$ cat src/rtl/fetch_stage.sv
// fetch_stage: owns the fetch PC, issues one instruction SRAM request at a time,
// hands each word to decode and drops responses made stale by a redirect.
module fetch_stage #(
    parameter logic [31:0] RESET_PC = 32'h1c000000
) (
    input  logic        clk,
    input  logic        reset,
    output logic [31:0] bp_pc,
    input  logic [31:0] bp_next_pc,
    input  logic        bp_taken,
    output logic        inst_sram_req,
    output logic [31:0] inst_sram_addr,
    input  logic        inst_sram_addr_ok,
    input  logic        inst_sram_data_ok,
    input  logic [31:0] inst_sram_rdata,
    input  logic        redirect_valid,
    input  logic [31:0] redirect_pc,
    output logic        fs_to_ds_valid,
    output logic [96:0] fs_to_ds_bus,
    input  logic        ds_allowin
);

    typedef enum logic [1:0] {
        S_REQ,
        S_WAIT,
        S_FULL,
        S_DROP
    } state_t;

    state_t      state_q;
    logic [31:0] fetch_pc_q;
    logic [31:0] req_pc_q;
    logic        req_taken_q;
    logic [31:0] req_target_q;
    logic        valid_q;
    logic [96:0] bus_q;

    assign bp_pc          = fetch_pc_q;
    assign inst_sram_req  = (state_q == S_REQ) && !reset;
    assign inst_sram_addr = {fetch_pc_q[31:2], 2'b00};
    assign fs_to_ds_valid = valid_q;
    assign fs_to_ds_bus   = bus_q;

    // Fetch FSM: redirect overrides every other transition in the same cycle.
    always_ff @(posedge clk) begin
        if (reset) begin
            state_q      <= S_REQ;
            fetch_pc_q   <= RESET_PC;
            req_pc_q     <= 32'h0;
            req_taken_q  <= 1'b0;
            req_target_q <= 32'h0;
            valid_q      <= 1'b0;
            bus_q        <= 97'h0;
        end else if (redirect_valid) begin
            fetch_pc_q <= redirect_pc;
            valid_q    <= 1'b0;
            case (state_q)
                S_REQ: begin
                    if (inst_sram_addr_ok) state_q <= S_DROP;
                end
                S_WAIT: begin
                    state_q <= inst_sram_data_ok ? S_REQ : S_DROP;
                end
                S_FULL: begin
                    state_q <= S_REQ;
                end
                S_DROP: begin
                    if (inst_sram_data_ok) state_q <= S_REQ;
                end
                default: state_q <= S_REQ;
            endcase
        end else begin
            case (state_q)
                S_REQ: begin
                    if (inst_sram_addr_ok) begin
                        req_pc_q     <= fetch_pc_q;
                        req_taken_q  <= bp_taken;
                        req_target_q <= bp_next_pc;
                        fetch_pc_q   <= bp_next_pc;
                        state_q      <= S_WAIT;
                    end
                end
                S_WAIT: begin
                    if (inst_sram_data_ok) begin
                        bus_q   <= {req_pc_q, inst_sram_rdata,
                                    req_taken_q, req_target_q};
                        valid_q <= 1'b1;
                        state_q <= S_FULL;
                    end
                end
                S_FULL: begin
                    if (ds_allowin) begin
                        valid_q <= 1'b0;
                        state_q <= S_REQ;
                    end
                end
                S_DROP: begin
                    if (inst_sram_data_ok) state_q <= S_REQ;
                end
                default: state_q <= S_REQ;
            endcase
        end
    end

endmodule

$ cat config.mk
export PLATFORM = sky130hd
export DESIGN_NAME = fetch_stage
export DESIGN_NICKNAME = d
export VERILOG_FILES = /design/src/rtl/fetch_stage.sv
export SDC_FILE = /design/constraint.sdc
export NUM_CORES = 1
export LEC_CHECK = 0
export CAP_MARGIN = 20
export CORE_AREA = 2 2 106 185
export DETAILED_ROUTE_END_ITERATION = 12
export DIE_AREA = 0 0 108 187
export GPL_TIMING_DRIVEN = 0
export HOLD_SLACK_MARGIN = 0.15
export PLACE_DENSITY = 0.79
export SETUP_SLACK_MARGIN = 0.4
export SLEW_MARGIN = 20
export SYNTH_ARGS = -nofsm -noshare
export SYNTH_HDL_FRONTEND = slang
export SYNTH_SLANG_ARGS = --single-unit
$ cat constraint.sdc
create_clock -name clk -period 1.6 [get_ports clk]
set_input_delay 0.32 -clock clk [delete_from_list [all_inputs] [get_ports clk]]
set_output_delay 0.32 -clock clk [all_outputs]
set_load 0.005 [all_outputs]
Word level (Yosys, flattened, before mapping)
Index checks and enable logic that the tools add are counted. Widths: inputs -> output; s select.

Equality and inequality tests: 8. Muxes and demuxes: 15. Bitwise gates (word level): 1. Reductions and logical operators: 12.

Operator list (number): $mux 32 (3); $pmux 2 s4 (2); $mux 2 (7); $reduce_and 3->1 (4); $ne 2x2->1 const B (3); $ne 3x3->1 const B (2); $reduce_bool 2->1 (3); $eq 2x2->1 const B (2); $eq 2x1->1 const B (1); $logic_not 2->1 (1); $mux 1 (2); $pmux 1 s2 (1); $reduce_and 2->1 (1); $reduce_or 2->1 (1); $logic_and 1x1->1 (1); $logic_not 1->1 (1); $not 1->1 (1).

Register bits: 197. Bits of input ports: 103.

Longest topological paths before layout
Gate-level depths: netlist of run 1.

Depth after elaboration: 3. Gate-level depth with buffers: 7. Depth with buffers taken out: 3.

Worst setup path before layout of run 1
Ideal clock, no wire load.

Path type: input port to flip-flop. From: input redirect_valid. To: register req_pc_q[0]. Library setup time: 0.132 ns. Arrival time: 1.368 ns. Slack: 0.100 ns. Cell stages on the path: 6. Path buffers: 3. Cells stage by stage: buf_2 -> or4b_1 -> buf_4 -> buf_6 -> nand2_1 -> a21oi_1.

Word-level cells in the longest chain between the ends: 2.

Ends and longest elaborated chain: start, declared (line 16) `input logic redirect_valid,`; $not 1->1 (no line); $reduce_and 3->1 (no line); end signal, assigned (line 76) `req_pc_q <= fetch_pc_q;`; end, declared (line 32) `logic [31:0] req_pc_q;`.

Every way passes these cells. A chain may end at the register's enable or synchronous reset.

Worst setup path in the final report of run 1
From: register state_q[1]. To: register fetch_pc_q[30], in the netlist bp_pc[30].

Word-level cells in the longest chain between the ends: 3.

Ends and longest elaborated chain: start, declared (line 30) `state_t state_q;`; start signal, assigned (line 62) `state_q <= inst_sram_data_ok ? S_REQ : S_DROP;`; $logic_not 2->1 (line 73) `case (state_q)`; $reduce_bool 2->1 (no line); $reduce_and 2->1 (no line); end signal, assigned (line 55) `fetch_pc_q <= redirect_pc;`; end signal, assigned (line 79) `fetch_pc_q <= bp_next_pc;`; end, declared (line 31) `logic [31:0] fetch_pc_q;`.

Every way passes these cells.

==> results of run 1 <==
## routing by layer
layer,vias up,share of wire
met3,129,0.055
met4,0,0.064
met1,3811,0.35
li1,3730,-
met5,-,0
met2,368,0.53
## Yosys cell counts, types with 2 or more instances
cell type / instances / area share
buf_6: 7 / 0.011
dfxtp_1: 197 / 0.53
nor2_1: 30 / 0.015
nor3_1: 5 / 0.0034
clkbuf_1: 38 / 0.019
buf_2: 19 / 0.013
o21ai_0: 2 / 0.0014
a21oi_1: 164 / 0.11
nand2_1: 389 / 0.20
buf_4: 42 / 0.043
a311oi_1: 29 / 0.034
a31oi_1: 4 / 0.0034
## worst max path at each step
stage          startpoint                to  slack, ns  depth (start not counted)
2_1_floorplan  state_q[1]      req_pc_q[18]       0.14                          6
3_3_place_gp        reset  req_target_q[10]      -0.60                          4
3_5_place_dp        reset  req_target_q[12]      -0.64                          4
4_1_cts        state_q[1]      req_pc_q[29]       0.02                          7
5_1_grt        state_q[1]         bp_pc[30]      -0.13                          7
6_report       state_q[1]         bp_pc[30]      -0.07                          7
## repair_timing
item	4_1_cts	5_1_grt
endpoints found under the setup margin	358	358
gates resized for setup	533	376
cloned	5	14
setup buffers	31	8
hold buffers	1	0
hold endpoints to repair	1	0
pin swaps	27	161
## worst max-delay path, cell delays in order (launching register included)
cell	delay [ns]
dfxtp_2	0.33
buf_6	0.13
buf_4	0.13
nor3b_4	0.24
buf_6	0.16
buf_2	0.18
nand2_1	0.10
a311oi_1	0.29
## logic make-up (layout without fill, tap and decap cells)
kind of cell | Yosys count | count (layout) | synth area share
DFF | 197 | 197 | 0.533
AOI/OAI and AO/OA | 201 | 201 | 0.153
other | 1 | 5 | 0.000507
and+or+nand+nor | 432 | 432 | 0.227
buffers and inverters | 108 | 460 | 0.0865
## cell type report
cell class | count | area share
Antenna cell | 3 | 0.000555
Buffer | 106 | 0.0772
Clock buffer | 20 | 0.0345
Clock inverter | 12 | 0.0101
Inverter | 2 | 0.000555
Multi-Input combinational cell | 635 | 0.308
Sequential cell | 197 | 0.301
Tap cell | 241 | 0.0223
Timing Repair Buffer | 320 | 0.246
## power by group through the flow
stage / Sequential, mW / Clock, mW / Combinational, mW
6_report: 5.27 / 4.41 / 2.04
5_1_grt: 5.29 / 4.65 / 2.15
4_1_cts: 5.22 / 4.45 / 1.65
3_5_place_dp: 5.33 / 0 / 1.40
3_3_place_gp: 5.32 / 0 / 1.38
2_1_floorplan: 5.28 / 0 / 0.644
## stage by stage
| stage | setup WS, ns | cell area, um^2 | hold WS (ns) | total power [mW] | TNS [ns] |
|---|---|---|---|---|---|
| 2_1_floorplan | 0.144 | 7530 | 0.432 | 5.93 | 0 |
| 3_3_place_gp | -0.598 | 10400 | 0.438 | 6.70 | -80.91 |
| 3_5_place_dp | -0.641 | 10400 | 0.443 | 6.73 | -86.58 |
| 4_1_cts | 0.0201 | 11800 | 0.229 | 11.3 | 0 |
| 5_1_grt | -0.130 | 13500 | 0.270 | 12.1 | -2.02 |
| 6_report | -0.0690 | 13500 | 0.266 | 11.7 | -0.229 |
## flip-flops by register name, summed over array words and instances, names as in the netlist
name and flops:
fs_to_ds_bus 97, req_taken_q 1, fs_to_ds_valid 1, req_target_q 32
req_pc_q 32, bp_pc 32, state_q 2
==> reports/results.tsv, run 1 <==
stage	metric	value	unit
detailed_routing	drt pass-1 iters	8	
pwr	Worst VDD drop	809	uV
yosys	EDFF count, synth	0	
floorplan	Vert. Die Dim	187	um
detailed_routing	DRT iter0 DRCs	486	
grt	first-pass GRT wire length	39600	um
critical_path	Crit Path Class	reg -> reg	
final_layout	commonest non-fill, non-tap cells in the layout	251 x nand2_1, 143 x dfxtp_1, 111 x a21oi_2	
critical_path	FF-to-FF path depth	7	
hold_path	worst hold-check path type	in -> reg	
final_layout	Multi-input gate area	0.00417	mm^2
grt	global route overflow	0	
critical_path	r2r startpoint	state_q[1]	
clocking	Max clock buf depth	2	
yosys	Yosys reg bits	197	
clocking	clk sink count	197	
run_status	failing checks	setup timing	
pwr	Leak	6.25	nW
placement	GPL Wtd Cong	0.885	
grt	met2 usage	0.455	
yosys	asr flop ratio synth	0	
critical_path	critical-path maximum fanout	5	
detailed_routing	Via density	5.23	
grt	total track usage	0.254	
critical_path	CP endpoint kind	flop	
final_layout	commonest non-fill, non-tap cell in the layout	nand2_1	
clocking	root buf cell	clkbuf_16	
detailed_routing	Avg WL per Cell	19.6	um
grt	initial antenna violation count	3	
pwr	Comb power frac	0.174	
pwr	Power Dens Cells	868	mW/mm^2
placement	PortBufs	261	
pwr	P_int	8.52	mW
pwr	Clock Power Share	0.376	
sta	post-route minimum period	1.67	ns
yosys	sequential share of the synthesized area	0.533	
yosys	mapped cell area	0.00739	mm^2
detailed_routing	Detail Route Antenna Nets	0	
sta	actual slew at the worst max-slew pin	0.874	ns
final_layout	layout cells sized above 1	0.423	
clocking	Worst-Skew Late Latency	0.45	ns
final_layout	area growth from synthesis to layout	82.9	%
sta	Final Skew	0.0112	ns
sta	relative slew slack	0.417	
critical_path	R2R Path End	bp_pc[30]	
floorplan	Die Width	108	um
grt	busiest grt layer	met2	
run_status	status	complete, but fails checks	
sta	Final Hold Viols	0	
yosys	top_reg_cell synth	dfxtp_1	
final_layout	area taken by flip-flops and latches	0.00406	mm^2
yosys	Syn Inst Count	939	
hold_path	Cells on Worst Hold Path	3	
floorplan	initial core utilization	0.392	
floorplan	Std-Cell Rows	67	
floorplan	core region area	0.0189	mm^2
pwr	switching portion of total power	0.274	
pwr	switching power total	3.22	mW
run	MaxCap Viol Count	0	
hold_path	HP Start	redirect_valid	
placement	Inst Count DP	1442	
sta	Final setup viols	10	
clocking	CTS Buf Count	17	
floorplan	IO Pins	266	
grt	M3 GR Usage	0.0526	
detailed_routing	# DRC	0	
yosys	Syn Area/Cell	7.87	um^2
grt	vias in the first global route	7481	
sta	Slew Viols, Final	0	
sta	Tcrit/Tclk final	1.04	
placement	DP Wirelength	18100	um
grt	met1 Track Usage GR	0.271	
critical_path	WP data required	1.94	ns
yosys	Ys Warns	0	
hold_path	Hold Path Sink	bp_pc[26]	
floorplan	Die ar.	0.0202	mm^2
yosys	count of different cell masters after synthesis	25	
final_layout	Final nets	1382	
clocking	CTS tree	built	
clocking	clock-pin slew on the worst setup and hold paths	0.08	ns
final_layout	Finished Layout Cells	1536	
detailed_routing	Vias	8038	
clocking	# H-tree levels	4	
sta	fmax	599	MHz
critical_path	R2R Setup Slk	-0.07	ns
critical_path	Critical Path AT	2.01	ns
sta	worst setup margin	-0.0690	ns
critical_path	CP Launch Type	flop	
final_layout	number of fill cells	1276	
detailed_routing	Routed WL	30100	um
final_layout	fin util	0.717	
sta	RSZ-0062 raised after global routing	true	
pwr	Sequential Power Share	0.450	
grt	largest net degree at the start of global routing	19	
(Power assumes the default switching activity.)
==> run 2: changes to the inputs <==
- CORE_AREA: 2 2 106 185 -> 2 2 139 141
- DIE_AREA: 0 0 108 187 -> 0 0 141 143
- HOLD_SLACK_MARGIN: 0.15 -> 0.08
- PLACE_DENSITY: 0.79 -> 0.83
==> run 2 against run 1 <==
  * The run still ends with setup timing left
  * Utilization fell by 1.6 points
  * Non-clock buffer count up 8
  * Sequential share of layout area rose by 1.4 points
  * Maximum frequency increased by 2.8%
  * Clock power up 4%
  * Wire length shrank 0.89%
  * Register-to-register slack better by 0.05 ns
  * Critical endpoint is now req_pc_q[11]
  * Largest power group unchanged
==> reports/results.tsv, run 2 (synthesized netlist as in run 1, its figures left out) <==
stage	metric	value	unit
clocking	Max clock buf depth	2	
sta	post-route setup TNS	-0.166	ns
final_layout	layout cells sized above 1	0.398	
grt	met1 Track Usage GR	0.315	
critical_path	Crit Path Class	reg -> reg	
critical_path	WP data required	1.90	ns
critical_path	R2R Setup Slk	-0.02	ns
hold_path	Hold Path Sink	fs_to_ds_valid	
detailed_routing	DRT iter0 DRCs	555	
floorplan	Vert. Die Dim	143	um
sta	actual slew at the worst max-slew pin	0.806	ns
hold_path	worst hold-check path type	in -> reg	
grt	vias in the first global route	7291	
grt	initial antenna violation count	4	
detailed_routing	Via density	5.22	
clocking	CTS tree	built	
grt	met2 usage	0.426	
clocking	cts-stage hold buffer count	0	
pwr	Worst VDD drop	776	uV
clocking	clk sink count	197	
critical_path	CP endpoint kind	flop	
clocking	clock-pin slew on the worst setup and hold paths	0.07	ns
pwr	Power Dens Cells	917	mW/mm^2
critical_path	R2R Path End	req_pc_q[11]	
pwr	Leak	5.62	nW
grt	busiest grt layer	met2	
sta	Final setup viols	20	
floorplan	Die Width	141	um
critical_path	critical-path maximum fanout	10	
detailed_routing	# DRC	0	
detailed_routing	Avg WL per Cell	19.5	um
final_layout	Multi-input gate area	0.00366	mm^2
sta	RSZ-0062 raised after global routing	true	
final_layout	commonest non-fill, non-tap cells in the layout	307 x nand2_1, 125 x buf_6, 122 x dfxtp_1	
grt	global route overflow	0	
final_layout	Finished Layout Cells	1535	
detailed_routing	Detail Route Antenna Nets	0	
sta	Final Hold Viols	0	
hold_path	HP Start	redirect_valid	
critical_path	Critical Path AT	1.93	ns
critical_path	largest stage delay on the critical path	0.54	ns
grt	total track usage	0.255	
floorplan	core region area	0.0186	mm^2
sta	worst setup margin	-0.0230	ns
final_layout	area growth from synthesis to layout	76.1	%
clocking	# H-tree levels	4	
sta	relative slew slack	0.463	
critical_path	CP Launch Type	flop	
sta	Slew Viols, Final	0	
final_layout	commonest non-fill, non-tap cell in the layout	nand2_1	
critical_path	FF-to-FF path depth	6	
placement	DP Wirelength	18300	um
placement	Inst Count DP	1435	
critical_path	CP cell instances	buf_6, or4b_4, buf_12, buf_8, nand2_1, a21oi_1	
detailed_routing	drt pass-1 iters	5	
final_layout	Final nets	1390	
run_status	status	complete, but fails checks	
sta	fmax	616	MHz
floorplan	Std-Cell Rows	50	
detailed_routing	Vias	8009	
critical_path	r2r startpoint	state_q[1]	
clocking	Worst-Skew Late Latency	0.43	ns
hold_path	Cells on Worst Hold Path	2	
floorplan	Die ar.	0.0202	mm^2
sta	Final Skew	0.0104	ns
sta	post-route minimum period	1.62	ns
final_layout	area taken by flip-flops and latches	0.00410	mm^2
grt	largest net degree at the start of global routing	17	
placement	PortBufs	261	
placement	GPL Wtd Cong	0.928	
floorplan	IO Pins	266	
clocking	CTS Buf Count	17	
run	MaxCap Viol Count	0	
sta	Tcrit/Tclk final	1.01	
pwr	Final Total Pwr	11.9	mW
critical_path	critical path's slowest cell	or4b_4	
grt	first-pass GRT wire length	39700	um
floorplan	initial core utilization	0.398	
grt	M3 GR Usage	0.0543	
final_layout	number of fill cells	1316	
detailed_routing	Routed WL	29900	um
run_status	failing checks	setup timing	
final_layout	max FFs per register	97	
clocking	root buf cell	clkbuf_16	
==> run 2: worst max path at each step <==
stage                    start                to  slack, ns
floorplan           state_q[1]      req_pc_q[18]       0.14
global placement         reset   req_target_q[0]      -0.58
detailed placement       reset  req_target_q[20]      -0.58
CTS                 state_q[1]  req_target_q[13]       0.05
global route        state_q[1]      req_pc_q[11]      -0.04
finish              state_q[1]      req_pc_q[11]      -0.02
==> run 2: layer usage <==
| metal | share of wire | wire [um] | vias to the layer above |
|---|---|---|---|
| met3 | 0.067 | 2000 | 90 |
| met4 | 0.048 | 1440 | 2 |
| li1 | - | - | 3743 |
| met1 | 0.39 | 11700 | 3809 |
| met2 | 0.49 | 14700 | 365 |
| met5 | 0.00037 | 11 | - |
==> run 2: layout make-up <==
cell class	instances	share of cell area
timing repair buffer	328	0.252
clock buffer	20	0.0343
buffer	106	0.0802
multi-input combinational	635	0.281
sequential	197	0.315
tap	234	0.0225
antenna	2	0.000384
inverter	2	0.000576
clock inverter	11	0.0135
==> run 2: what timing repair did <==
action,in CTS,in global routing
gates cloned,6,10
gates resized for setup,726,237
setup buffers,44,7
pin swaps,19,55
endpoints found under the setup margin,357,356
==> run 2: report_power, final <==
group          internal (mW)  switching (mW)
sequential              5.07           0.198
clock                   2.66            1.92
combinational           1.15           0.941
total                   8.89            3.06
==> run 2: worst max-delay path: cells and delay by family, from the launching register on <==
family | cells | cell delay [ns]
flops | 1 | 0.34
compound gates | 1 | 0.06
simple gates | 2 | 0.62
buf+inv | 3 | 0.46
==> run 2: metrics by stage <==
| step | hold WS, ns | cell area, um^2 | setup WS [ns] | util |
|---|---|---|---|---|
| final | 0.135 | 13000 | -0.0230 | 0.701 |
| after global placement | 0.436 | 10400 | -0.582 | 0.561 |
| after detailed placement | 0.444 | 10400 | -0.579 | 0.561 |
| after CTS | 0.0967 | 11900 | 0.0464 | 0.639 |
| after global routing | 0.144 | 13000 | -0.0377 | 0.701 |
| after floorplan | 0.432 | 7530 | 0.144 | - |
==> run 3: changes to the inputs <==
- ABC_AREA: default -> 0
==> results of run 3 <==
Final layout, timing and power as in run 2 (identical DEF).
